===== src/rtl/calc_pkg.sv =====
// Shared sizes and FSM encoding for the MAC sequencer.
package calc_pkg;
   localparam int NUM_OUTPUTS = 10;
   localparam int NUM_PAIRS   = 392;
   localparam int PIXEL_AW    = 10;
   localparam int WEIGHT_AW   = 12;
   localparam int OUT_AW      = 4;

   typedef enum logic [2:0] {IDLE, CLEAR, FETCH, DRAIN, STORE} state_t;
endpackage


===== src/rtl/calc_addr_gen.sv =====
// Pixel index counter and running weight-base accumulator for the sequencer.
module calc_addr_gen
   import calc_pkg::*;
(
   input  logic                 clk,
   input  logic                 n_rst,
   input  logic                 clear,
   input  logic                 adv_index,
   input  logic                 adv_neuron,
   output logic [PIXEL_AW-1:0]  index,
   output logic [WEIGHT_AW-1:0] base,
   output logic                 last_index
);
   assign last_index = (index == PIXEL_AW'(NUM_PAIRS - 1));

   // Base steps by NUM_PAIRS per neuron, so n*392 is never multiplied out.
   always_ff @(posedge clk) begin
      if (!n_rst || clear) begin
         index <= '0;
         base  <= '0;
      end else if (adv_neuron) begin
         base  <= base + WEIGHT_AW'(NUM_PAIRS);
         index <= '0;
      end else if (adv_index) begin
         index <= last_index ? '0 : index + PIXEL_AW'(1);
      end
   end
endmodule


===== src/rtl/calc_sequencer.sv =====
// Walks all output neurons, streaming pixel/weight pairs into the external MAC
// and writing each accumulated sum to the result register file.
module calc_sequencer
   import calc_pkg::*;
#(
   parameter int MEM_LATENCY = 1
) (
   input  logic                 clk,
   input  logic                 n_rst,
   input  logic                 start_calc,
   input  logic                 clear_data,
   input  logic                 mac_overflow,
   output logic                 mem_read,
   output logic [PIXEL_AW-1:0]  pixel_address,
   output logic [WEIGHT_AW-1:0] weight_address,
   output logic                 mac_clear,
   output logic                 mac_en,
   output logic                 result_write,
   output logic [OUT_AW-1:0]    output_address,
   output logic                 busy,
   output logic                 done_calc,
   output logic                 overflow
);
   state_t                 state, next_state;
   logic [OUT_AW-1:0]      neuron;
   logic [1:0]             drain_cnt;
   logic [MEM_LATENCY-1:0] mac_pipe;
   logic [PIXEL_AW-1:0]    index;
   logic [WEIGHT_AW-1:0]   base;
   logic                   last_index, last_neuron, drain_end, start_ok;

   assign last_neuron = (neuron == OUT_AW'(NUM_OUTPUTS - 1));
   assign drain_end   = (drain_cnt == 2'(MEM_LATENCY - 1));
   assign start_ok    = (state == IDLE) && start_calc && !clear_data;

   calc_addr_gen u_addr (
      .clk        (clk),
      .n_rst      (n_rst),
      .clear      (clear_data || state == IDLE),
      .adv_index  (state == FETCH),
      .adv_neuron (state == STORE && !last_neuron),
      .index      (index),
      .base       (base),
      .last_index (last_index)
   );

   always_ff @(posedge clk) begin
      if (!n_rst || clear_data) state <= IDLE;
      else                      state <= next_state;
   end

   always_comb begin
      next_state = state;
      case (state)
         IDLE:    if (start_calc) next_state = CLEAR;
         CLEAR:   next_state = FETCH;
         FETCH:   if (last_index) next_state = DRAIN;
         DRAIN:   if (drain_end) next_state = STORE;
         STORE:   next_state = last_neuron ? IDLE : CLEAR;
         default: next_state = IDLE;
      endcase
   end

   // Addresses are forced to zero outside FETCH so idle outputs read as all-zero.
   always_comb begin
      mem_read       = 1'b0;
      pixel_address  = '0;
      weight_address = '0;
      mac_clear      = 1'b0;
      result_write   = 1'b0;
      output_address = '0;
      busy           = (state != IDLE);
      case (state)
         CLEAR: mac_clear = 1'b1;
         FETCH: begin
            mem_read       = 1'b1;
            pixel_address  = index;
            weight_address = base + WEIGHT_AW'(index);
         end
         STORE: begin
            result_write   = 1'b1;
            output_address = neuron;
         end
         default: ;
      endcase
   end

   always_ff @(posedge clk) begin
      if (!n_rst || clear_data || state == IDLE) neuron <= '0;
      else if (state == STORE && !last_neuron)   neuron <= neuron + OUT_AW'(1);
   end

   always_ff @(posedge clk) begin
      if (!n_rst || state != DRAIN) drain_cnt <= '0;
      else                          drain_cnt <= drain_cnt + 2'd1;
   end

   // mac_en tracks mem_read through the memory read latency.
   always_ff @(posedge clk) begin
      if (!n_rst || clear_data) begin
         mac_pipe <= '0;
      end else begin
         mac_pipe[0] <= mem_read;
         for (int i = 1; i < MEM_LATENCY; i++) mac_pipe[i] <= mac_pipe[i-1];
      end
   end
   assign mac_en = mac_pipe[MEM_LATENCY-1];

   always_ff @(posedge clk) begin
      if (!n_rst || clear_data || start_ok)  done_calc <= 1'b0;
      else if (state == STORE && last_neuron) done_calc <= 1'b1;
   end

   always_ff @(posedge clk) begin
      if (!n_rst || clear_data || start_ok)               overflow <= 1'b0;
      else if (mac_overflow && (mac_en || result_write)) overflow <= 1'b1;
   end
endmodule


===== config.mk =====
export PLATFORM = sky130hd
export DESIGN_NAME = calc_sequencer
export DESIGN_NICKNAME = d
export VERILOG_FILES = /design/src/rtl/calc_pkg.sv /design/src/rtl/calc_addr_gen.sv /design/src/rtl/calc_sequencer.sv
export SDC_FILE = /design/constraint.sdc
export NUM_CORES = 1
export LEC_CHECK = 0
export BUFFER_PORTS_ARGS = -buffer_cell sky130_fd_sc_hd__buf_2
export CORE_MARGIN = 4
export CORE_UTILIZATION = 45
export DETAILED_ROUTE_END_ITERATION = 6
export PLACE_DENSITY_LB_ADDON = 0.2
export SETUP_SLACK_MARGIN = 0.15
export SYNTH_ARGS = -nofsm -noshare
export SYNTH_HDL_FRONTEND = slang
export SYNTH_HIERARCHICAL = 1
export SYNTH_SLANG_ARGS = --single-unit

===== constraint.sdc =====
create_clock -name clk -period 3.55 [get_ports clk]
set_clock_uncertainty 0.05 [all_clocks]
set_input_delay 0.1775 -clock clk [delete_from_list [all_inputs] [get_ports clk]]
set_output_delay 0.1775 -clock clk [all_outputs]
set_load 0.01 [all_outputs]

==> results by group, run 1 <==
Clock network
  – Buffer levels on the longest clock path: 2
  – Cts-stage hold buffer count: 0
  – TritonCTS clock tree: built
  – Worst-path clk slew: 0.06 ns
  – Post-CTS sizing: 0
  – Clock Sinks: 31
  – Num CTS Buffers: 5
  – Setup Fix Bufs, Post-CTS: 0
  – Clk root buf: clkbuf_8
  – H-tree levels: 2
  – Clock Latency Late Sink: 0.28 ns

GRT
  – GRT overflow: 0
  – Gr usage total: 16.23%
  – First-pass GRT wire length: 7810 um
  – Largest net degree at the start of global routing: 25
  – Number of global-route vias before repair: approximately 1,600
  – Initial antenna violation count: 0

Floorplan
  – Die Ht: 76.45 um
  – Die ar.: 5844 sq um
  – CORE AREA: 4444 sq um
  – Overall die width: 76.45 um
  – Io pins: 38
  – Starting Density: a little under half
  – Std-Cell Rows: 24

Timing
  – Fmax achieved: around 400 MHz
  – Tmin final: 2.428 ns
  – Final Max Slew Viols: 0
  – Endpoints failing setup: 0
  – Tightest Pin Transition: 0.5006 ns
  – Tcrit/Tclk final: between 60% and 70%
  – RSZ-0062 raised after global routing: no
  – Hold Fails Final Rpt: 0
  – Setup TNS: 0 ns
  – Relative slew slack: about two thirds

Critical path
  – R2r startpoint: state[1]
  – CP Launch Type: flop
  – Setup Crit Path Kind: reg -> out
  – Critical Path AT: about 2.2 ns
  – Worst reg2reg path depth: 5
  – Terminus of the critical flop-to-flop path: u_addr/index[0]
  – CP Data Required Time: 3.32 ns
  – Worst Path Max Fanout: 7
  – FF-to-FF setup slack: 1.40 ns
  – Worst setup EP type: output port

Synth
  – Synthesized flop and latch total: 31
  – Cell Area, Synth: 2108 sq um
  – Number of synthesized flops with an enable pin: 0
  – Main synth FF type: dfxtp_1
  – Seq/Total Area, Yosys: 29.44%
  – Synth async-reset ratio: 0%
  – Cell count after synthesis: 252
  – Synth cell types: 55
  – Number of synthesis warnings: 6
  – Syn avg cell area: 8.366 sq um

Pwr
  – Leak Pwr: 0.001060 uW
  – Cell Pwr Density: 307.1 nW/um^2
  – Pwr Total: 733.2 uW
  – Maximum vdd drop: roughly 0.00014 V

Layout
  – Ant. Diodes: 0
  – Final core occ: 53.72%
  – Area growth, synth to finish: 13.23%
  – # fillers: 417
  – Final net count: 306
  – Design area: 2387 sq um
  – Layout cells sized above 1: 20.28%

Route
  – Final wirelength: between 4000 and 5000 um
  – Detailed Route Iter0 Violations: 67
  – Drt first pass iters: 4
  – Post-route ant nets: 0
  – DRC violations left: 0
  – Vias after detailed routing: roughly 1,900
  – Drt via density: 5.506
  – Routed wire per std cell: 13.92 um

Placed design
  – DPL Wire Length: 3514 um
  – IO Port Bufs: 37
  – Gp weighted congestion: approximately 0.85
  – Cell Area, Placed: between 2000 and 2500 sq um

Worst hold path
  – Worst Hold Launch: start_calc
  – Hold path cells: 2
  – Hold Path End: done_calc
  – Worst Hold Class: in -> reg

Run
  – Max Cap Viol: 0

Status
  – Status: completed
[registers in the layout, summed over array words and instances, names as in the netlist]
register,count
neuron,4
drain_cnt,2
u_addr/index,10
done_calc,1
u_addr/base,9
state,3
mac_en,1
overflow,1
[metrics by stage]
stage	setup slack (ns)	hold WS, ns	std cells
after floorplan	1.504	0.2231	254
after global routing	0.9535	0.07619	338
after global placement	1.447	0.3692	330
final	1.122	0.07864	338
after detailed placement	1.424	0.3730	330
after CTS	1.117	0.07066	338
[how the worst max path moves through the flow]
| stage | startpoint | to | slack, ns | cells past startpoint |
|---|---|---|---|---|
| 3_5_place_dp | state[1] | u_addr/index[8] | 1.42 | 5 |
| 5_1_grt | u_addr/index[3] | weight_address[8] | 0.95 | 7 |
| 2_1_floorplan | state[1] | u_addr/index[9] | 1.50 | 8 |
| 4_1_cts | u_addr/index[3] | weight_address[8] | 1.12 | 7 |
| 3_3_place_gp | u_addr/index[3] | weight_address[8] | 1.45 | 7 |
| 6_report | u_addr/index[3] | weight_address[8] | 1.12 | 7 |
[final cells by class]
class | instances | area [sq um] | area share [%]
tap | 52 | 65.06 | 2.725
multi-input combinational | 200 | 1356 | 56.81
timing repair buffer | 37 | 185.2 | 7.757
clock inverter | 2 | 35.03 | 1.468
clock buffer | 6 | 82.58 | 3.459
sequential | 31 | 620.6 | 26.00
inverter | 10 | 42.54 | 1.782
[layout by cell type, fill, tap and decap left out, types with 2 or more instances in the layout]
master	Yosys	routed
or3_1	7	7
o21ai_1	2	2
mux2i_1	4	4
dfxtp_1	31	31
clkbuf_8	0	6
buf_2	5	37
nor4_1	2	2
nand2b_1	4	4
a211oi_2	2	2
o21a_1	2	2
a211oi_1	2	2
xnor2_1	4	4
nand4_1	8	8
o21ai_0	13	13
nor2_1	23	23
nor3_1	4	4
and3_1	11	11
inv_1	9	9
ha_1	15	15
xor2_1	11	11
nand3_1	5	5
and2_1	16	16
nand2_1	12	12
a21oi_1	17	17
nor2_2	2	2
conb_1	1	3
a21o_1	6	6
[critical path, stage by stage, from the launching register on]
cell and delay [ns]:
dfxtp_1 0.45, ha_1 0.33, o21ai_0 0.30, o21ai_0 0.18, a41oi_1 0.27, xor2_1 0.18, nor2_1 0.06, buf_2 0.16
[synthesized netlist by cell type (all sizes together), types with 5 or more instances]
cell	count	area, sq um
a21o	6	45.04
a21oi	18	93.84
and2	16	100.1
and3	11	68.82
buf	12	92.58
dfxtp	31	620.6
ha	15	187.7
inv	10	42.54
nand2	12	45.04
nand3	5	25.02
nand4	9	62.56
nor2	25	98.84
o21ai	15	75.07
or3	8	51.30
xor2	11	96.34
[per-layer routing]
layer  global-route usage [%]  vias up  share of wire (%)
li1                         -      955                  -
met1                    22.45      851                 50
met2                    24.08       41                 44
met3                    2.482       14                3.2
met4                    8.696        0                2.7
met5                        0        -                  0
[kinds of logic after synthesis]
| family | share of synthesized area, % |
|---|---|
| AND/OR/NAND/NOR | 29.02 |
| AO/OA/AOI/OAI | 16.26 |
| flip-flops | 29.44 |
| buffers and inverters | 6.587 |
| adder cells (fa/ha/maj) | 9.852 |
| XOR/XNOR | 6.231 |
| multiplexers | 2.433 |
| other | 0.1779 |
[power breakdown]
part / internal, uW / total [uW] / leakage [uW] / switching [uW]
Sequential: 349 / 350 / 0.000250 / 1.45
Combinational: 8.45 / 23.2 / 0.000749 / 14.8
Clock: 227 / 360 / 0.0000612 / 133
Note: power is estimated with default switching activity, not from simulation.
==> run 2, diff against run 1 <==
Clock period 3.55 ns to 2.2 ns, I/O delays scaled along.
==> results by group, run 2 (synthesis gave the netlist of run 1 again) <==
Status
  – Status: completed (unchanged)

Floorplan
  – Overall die width: 76.45 um (unchanged)
  – Die ar.: 5844 sq um (unchanged)
  – Starting Density: 47.44% (unchanged)
  – Io pins: 38 (unchanged)
  – Die Ht: 76.45 um (unchanged)
  – Std-Cell Rows: 24 (unchanged)
  – CORE AREA: 4444 sq um (unchanged)

Timing
  – RSZ-0062 raised after global routing: yes (was no)
  – Final Max Slew Viols: 0 (unchanged)
  – Tmin final: 2.026 ns
  – Hold Fails Final Rpt: 0 (unchanged)
  – Setup TNS: 0 ns (unchanged)
  – Tcrit/Tclk final: slightly above 90%
  – Fmax achieved: approximately 490 MHz
  – Endpoints failing setup: 0 (unchanged)

Layout
  – Footprint of the multi-input gates: 1454 sq um (was 1356 sq um)
  – Commonest non-fill, non-tap cells in the layout: buf_2 (37), nor2_1 (23), dfxtp_1 (20) (was buf_2 (37), dfxtp_1 (31), nor2_1 (23))
  – Ant. Diodes: 0 (unchanged)
  – Register area: 649.4 sq um (was 620.6 sq um)
  – Max reg flops: 10 (unchanged)
  – Design area: 2636 sq um (was 2387 sq um)
  – Largest register by flop count: u_addr/index (unchanged)
  – Layout cells sized above 1: 31.13% (was 20.28%)
  – # fillers: 409 (was 417)
  – Area growth, synth to finish: 25.04% (was 13.23%)
  – Top flop regs: u_addr/index: 10 flops, u_addr/base: 9 flops, neuron: 4 flops (unchanged)
  – Most common cell after layout, fill and taps aside: buf_2 (unchanged)
  – Final net count: 322 (was 306)

Critical path
  – CP Data Required Time: 2.04 ns (was 3.32 ns)
  – Worst Path Max Fanout: 5 (was 7)
  – CP Launch Type: flop (unchanged)
  – Critical Path AT: 1.87 ns (was 2.20 ns)
  – Worst setup EP type: output port (unchanged)
  – Setup Crit Path Kind: reg -> out (unchanged)

GRT
  – Gr usage total: 16.85% (was 16.23%)
  – First-pass GRT wire length: 8190 um (was 7810 um)
  – GRT overflow: 0 (unchanged)
  – Largest net degree at the start of global routing: 25 (unchanged)
  – Number of global-route vias before repair: 1,733 (was 1,645)
  – Initial antenna violation count: 0 (unchanged)

Clock network
  – Buffer levels on the longest clock path: 2 (unchanged)
  – TritonCTS clock tree: built (unchanged)
  – H-tree levels: 2 (unchanged)
  – Num CTS Buffers: 5 (unchanged)
  – Clock Latency Late Sink: 0.29 ns (was 0.28 ns)
  – Clk root buf: clkbuf_8 (unchanged)
  – Clock Sinks: 31 (unchanged)
  – Worst-path clk slew: 0.07 ns (was 0.06 ns)

Pwr
  – Leak Pwr: 0.001128 uW (was 0.001060 uW)
  – Cell Pwr Density: 451.5 nW/um^2 (was 307.1 nW/um^2)
  – Maximum vdd drop: 0.0002713 V (was 0.0001390 V)

Placed design
  – Cell Area, Placed: 2345 sq um (was 2270 sq um)
  – Gp weighted congestion: 0.8754 (was 0.8517)
  – IO Port Bufs: 37 (unchanged)
  – DPL Wire Length: 3543 um (was 3514 um)

Worst hold path
  – Worst Hold Class: in -> reg (unchanged)

Route
  – Drt first pass iters: 4 (unchanged)
  – Detailed Route Iter0 Violations: 91 (was 67)
  – Routed wire per std cell: 13.87 um (was 13.92 um)
  – Drt via density: 5.460 (was 5.506)
  – Vias after detailed routing: 1,933 (was 1,861)
  – DRC violations left: 0 (unchanged)
  – Post-route ant nets: 0 (unchanged)
  – Final wirelength: 4911 um (was 4704 um)

Run
  – Max Cap Viol: 0 (unchanged)
## run 2: cell type report
| class | count | area share, % |
|---|---|---|
| clock inverters | 2 | 1.329 |
| inverters | 10 | 1.614 |
| multi-input cells | 200 | 55.15 |
| repair buffers | 53 | 11.68 |
| well taps | 52 | 2.468 |
| flip-flops and latches | 31 | 24.63 |
| clock buffers | 6 | 3.132 |
## run 2: path summary, 6_finish.rpt
| check | slack [ns] | start | end | cells after the start |
|---|---|---|---|---|
| min reg2reg | 0.44 | overflow | overflow | 2 |
| min | 0.06 | n_rst | drain_cnt[1] | 2 |
| max reg2reg | 0.28 | state[1] | u_addr/index[7] | 5 |
| max | 0.17 | u_addr/base[6] | weight_address[9] | 7 |
## run 2: repair_timing
item / CTS / global route
setup buffers: 0 / 5
pin swaps: 1 / 8
resized for setup: 20 / 13
hold buffers: 1 / 0
endpoints found under the hold margin: 2 / 0
endpoints found under the setup margin: 6 / 6
## run 2: stage by stage
step                      std cells  worst slack [ns]  hold WS [ns]  util, %  total power (uW)
after detailed placement        340            0.2390        0.2821    52.76             616.2
after global routing            354           0.05707       0.07667    59.32              1237
after global placement          340            0.2673        0.2965    52.76             616.4
final                           354            0.1739       0.06230    59.32              1190
after floorplan                 254            0.1544        0.1556        -             606.9
after CTS                       349            0.1282       0.05146    57.57              1210
## run 2: power by group
part	switching, uW	internal (uW)	leakage [uW]
combinational	24.6	16.8	0.000810
clock	226	366	0.0000612
sequential	2.25	555	0.000257
total	252	938	0.00113
## run 2: metal layers
metal  vias to the layer above  global-route usage [%]  wire length (um)
li1                        995                       -                 -
met1                       890                   21.51              2331
met2                        41                   27.42              2274
met3                         7                   3.901               217
met4                         0                   6.522                87
met5                         -                       0                 0
## run 2: critical path, cell delays in order, from the launching register on
cell     delay, ns
dfxtp_4       0.37
ha_4          0.25
a21o_1        0.21
a21o_1        0.19
a21o_1        0.17
o21ai_1       0.10
nor3b_2       0.15
buf_2         0.14
==> run 3, diff against run 2 <==
Settings changed: PLACE_DENSITY from default to 0.69, PLACE_DENSITY_LB_ADDON 0.2 to default.
==> results by group, run 3 (synthesis gave the netlist of run 1 again) <==
Critical path
  – CP Data Required Time: 2.04 ns (about the same)
  – Worst Path Max Fanout: 5 (unchanged)
  – Max incr delay on CP: 0.37 ns (about the same)
  – Critical path's slowest cell: dfxtp_4 (unchanged)
  – Worst setup EP type: output port (unchanged)
  – Worst path most repeated cell: o21ai_1 (was a21o_1)
  – CP Launch Type: flop (unchanged)
  – FF-to-FF setup slack: 0.31 ns (was 0.28 ns)
  – Worst reg2reg path depth: 5 (unchanged)
  – Critical Path AT: 1.86 ns (was 1.87 ns)
  – R2r startpoint: state[0] (was state[1])
  – CP cell instances: ha_4 -> and3_4 -> and2_1 -> o21ai_1 -> o21ai_1 -> mux2i_1 -> buf_2 (was ha_4 -> a21o_1 -> a21o_1 -> a21o_1 -> o21ai_1 -> nor3b_2 -> buf_2)
  – Terminus of the critical flop-to-flop path: u_addr/index[7] (unchanged)
  – Setup Crit Path Kind: reg -> out (unchanged)

Placed design
  – IO Port Bufs: 37 (unchanged)
  – DPL Wire Length: 3605 um (was 3543 um)
  – Cell Area, Placed: 2337 sq um (was 2345 sq um)
  – Gp weighted congestion: 0.8566 (was 0.8754)

GRT
  – GR Util met3: 3.428% (was 3.901%)
  – Met2 usage: 28.30% (was 27.42%)
  – Number of global-route vias before repair: 1,760 (was 1,733)
  – Largest net degree at the start of global routing: 25 (unchanged)
  – Initial antenna violation count: 0 (unchanged)
  – Gr usage total: 17.34% (was 16.85%)
  – GRT busiest layer: met2 (unchanged)
  – GRT overflow: 0 (unchanged)
  – First-pass GRT wire length: 8252 um (was 8190 um)
  – GR Util met1: 22.74% (was 21.51%)

Worst hold path
  – Worst Hold Class: in -> reg (unchanged)
  – Worst Hold Launch: n_rst (unchanged)
  – Hold Path End: drain_cnt[1] (unchanged)
  – Hold path cells: 2 (unchanged)

Layout
  – Top flop regs: u_addr/index: 10 flops, u_addr/base: 9 flops, neuron: 4 flops (unchanged)
  – Max reg flops: 10 (unchanged)
  – Largest register by flop count: u_addr/index (unchanged)
  – # fillers: 390 (was 409)
  – Most common cell after layout, fill and taps aside: buf_2 (unchanged)
  – Design area: 2718 sq um (was 2636 sq um)
  – Final net count: 330 (was 322)
  – Layout cells sized above 1: 34.52% (was 31.13%)
  – Ant. Diodes: 0 (unchanged)
  – Area growth, synth to finish: 28.90% (was 25.04%)
  – Commonest non-fill, non-tap cells in the layout: buf_2 (37), nor2_1 (23), buf_4 (23) (was buf_2 (37), nor2_1 (23), dfxtp_1 (20))

Floorplan
  – Overall die width: 76.45 um (unchanged)
  – Std-Cell Rows: 24 (unchanged)
  – Starting Density: 47.44% (unchanged)
  – Io pins: 38 (unchanged)
  – Die ar.: 5844 sq um (unchanged)
  – Die Ht: 76.45 um (unchanged)
  – CORE AREA: 4444 sq um (unchanged)

Pwr
  – Leak Pwr: 0.001183 uW (was 0.001128 uW)
  – Cell Pwr Density: 436.8 nW/um^2 (was 451.5 nW/um^2)
  – Maximum vdd drop: 0.0002245 V (was 0.0002713 V)

Clock network
  – Num CTS Buffers: 5 (unchanged)
  – Worst-path clk slew: 0.07 ns (about the same)
  – Buffer levels on the longest clock path: 2 (unchanged)
  – TritonCTS clock tree: built (unchanged)
  – H-tree levels: 2 (unchanged)
  – Clock Sinks: 31 (unchanged)
  – Clk root buf: clkbuf_8 (unchanged)
  – Clock Latency Late Sink: 0.29 ns (about the same)

Timing
  – Final hold slack: 0.06255 ns (was 0.06230 ns)
  – Tcrit/Tclk final: 91.73% (was 92.10%)
  – Fmax achieved: 495.5 MHz (was 493.6 MHz)
  – Setup TNS: 0 ns (unchanged)
  – RSZ-0062 raised after global routing: yes (unchanged)
  – Final Max Slew Viols: 0 (unchanged)
  – Hold Fails Final Rpt: 0 (unchanged)
  – Tmin final: 2.018 ns (was 2.026 ns)
  – Endpoints failing setup: 0 (unchanged)

Route
  – Routed wire per std cell: 14.47 um (was 13.87 um)
  – Drt first pass iters: 4 (unchanged)
  – Final wirelength: 5237 um (was 4911 um)
  – Drt via density: 5.575 (was 5.460)
  – Vias after detailed routing: 2,018 (was 1,933)
  – Post-route ant nets: 0 (unchanged)
  – DRC violations left: 0 (unchanged)
  – Detailed Route Iter0 Violations: 116 (was 91)

Status
  – Status: completed (unchanged)

Run
  – Max Cap Viol: 0 (unchanged)
run 3: what timing repair did:
action | 4_1_cts | 5_1_grt
pin swaps | 5 | 9
endpoints found under the hold margin | 1 | 0
buffers inserted | 3 | 11
setup endpoints to repair | 6 | 11
hold buffers | 1 | 0
gates resized for setup | 23 | 19
run 3: final cells by class:
cell class / instances / area (sq um) / share of cell area (%)
clock buffer: 6 / 82.58 / 3.039
clock inverter: 2 / 35.03 / 1.289
inverter: 10 / 42.54 / 1.565
tap: 52 / 65.06 / 2.394
timing repair buffer: 61 / 367.9 / 13.54
multi-input combinational: 200 / 1469 / 54.05
sequential: 31 / 655.6 / 24.13
run 3: metrics by stage:
stage	instances	utilization [%]	power, uW	setup WS (ns)
2_1_floorplan	254	-	606.9	0.1544
3_3_place_gp	339	52.59	615.8	0.2571
3_5_place_dp	339	52.59	616.5	0.2309
4_1_cts	351	57.83	1207	0.1527
5_1_grt	362	61.15	1233	0.05978
6_report	362	61.15	1187	0.1819
run 3: worst max path at each step:
stage / depth (start not counted) / slack [ns] / start / endpoint
global route: 7 / 0.06 / u_addr/base[5] / weight_address[9]
CTS: 7 / 0.15 / u_addr/index[3] / weight_address[11]
global placement: 7 / 0.26 / u_addr/index[3] / weight_address[8]
detailed placement: 7 / 0.23 / u_addr/index[3] / weight_address[8]
finish: 7 / 0.18 / u_addr/index[8] / weight_address[11]
floorplan: 8 / 0.15 / state[1] / u_addr/index[9]
run 3: metal layers:
metal,routed length (um),vias to the layer above
li1,-,1008
met1,2421,953
met2,2504,51
met3,234,6
met4,76,0
met5,0,-
run 3: where the power goes:
group          internal [uW]  switching [uW]
sequential               554            2.42
combinational           17.2            24.9
clock                    366             222
run 3: worst max-delay path, delay by kind of cell, from the launching register on:
family	cells	cell delay, ns
compound gates	2	0.18
fa+ha+maj	1	0.29
buf+inv	1	0.16
flops	1	0.37
mux	1	0.25
simple gates	2	0.31
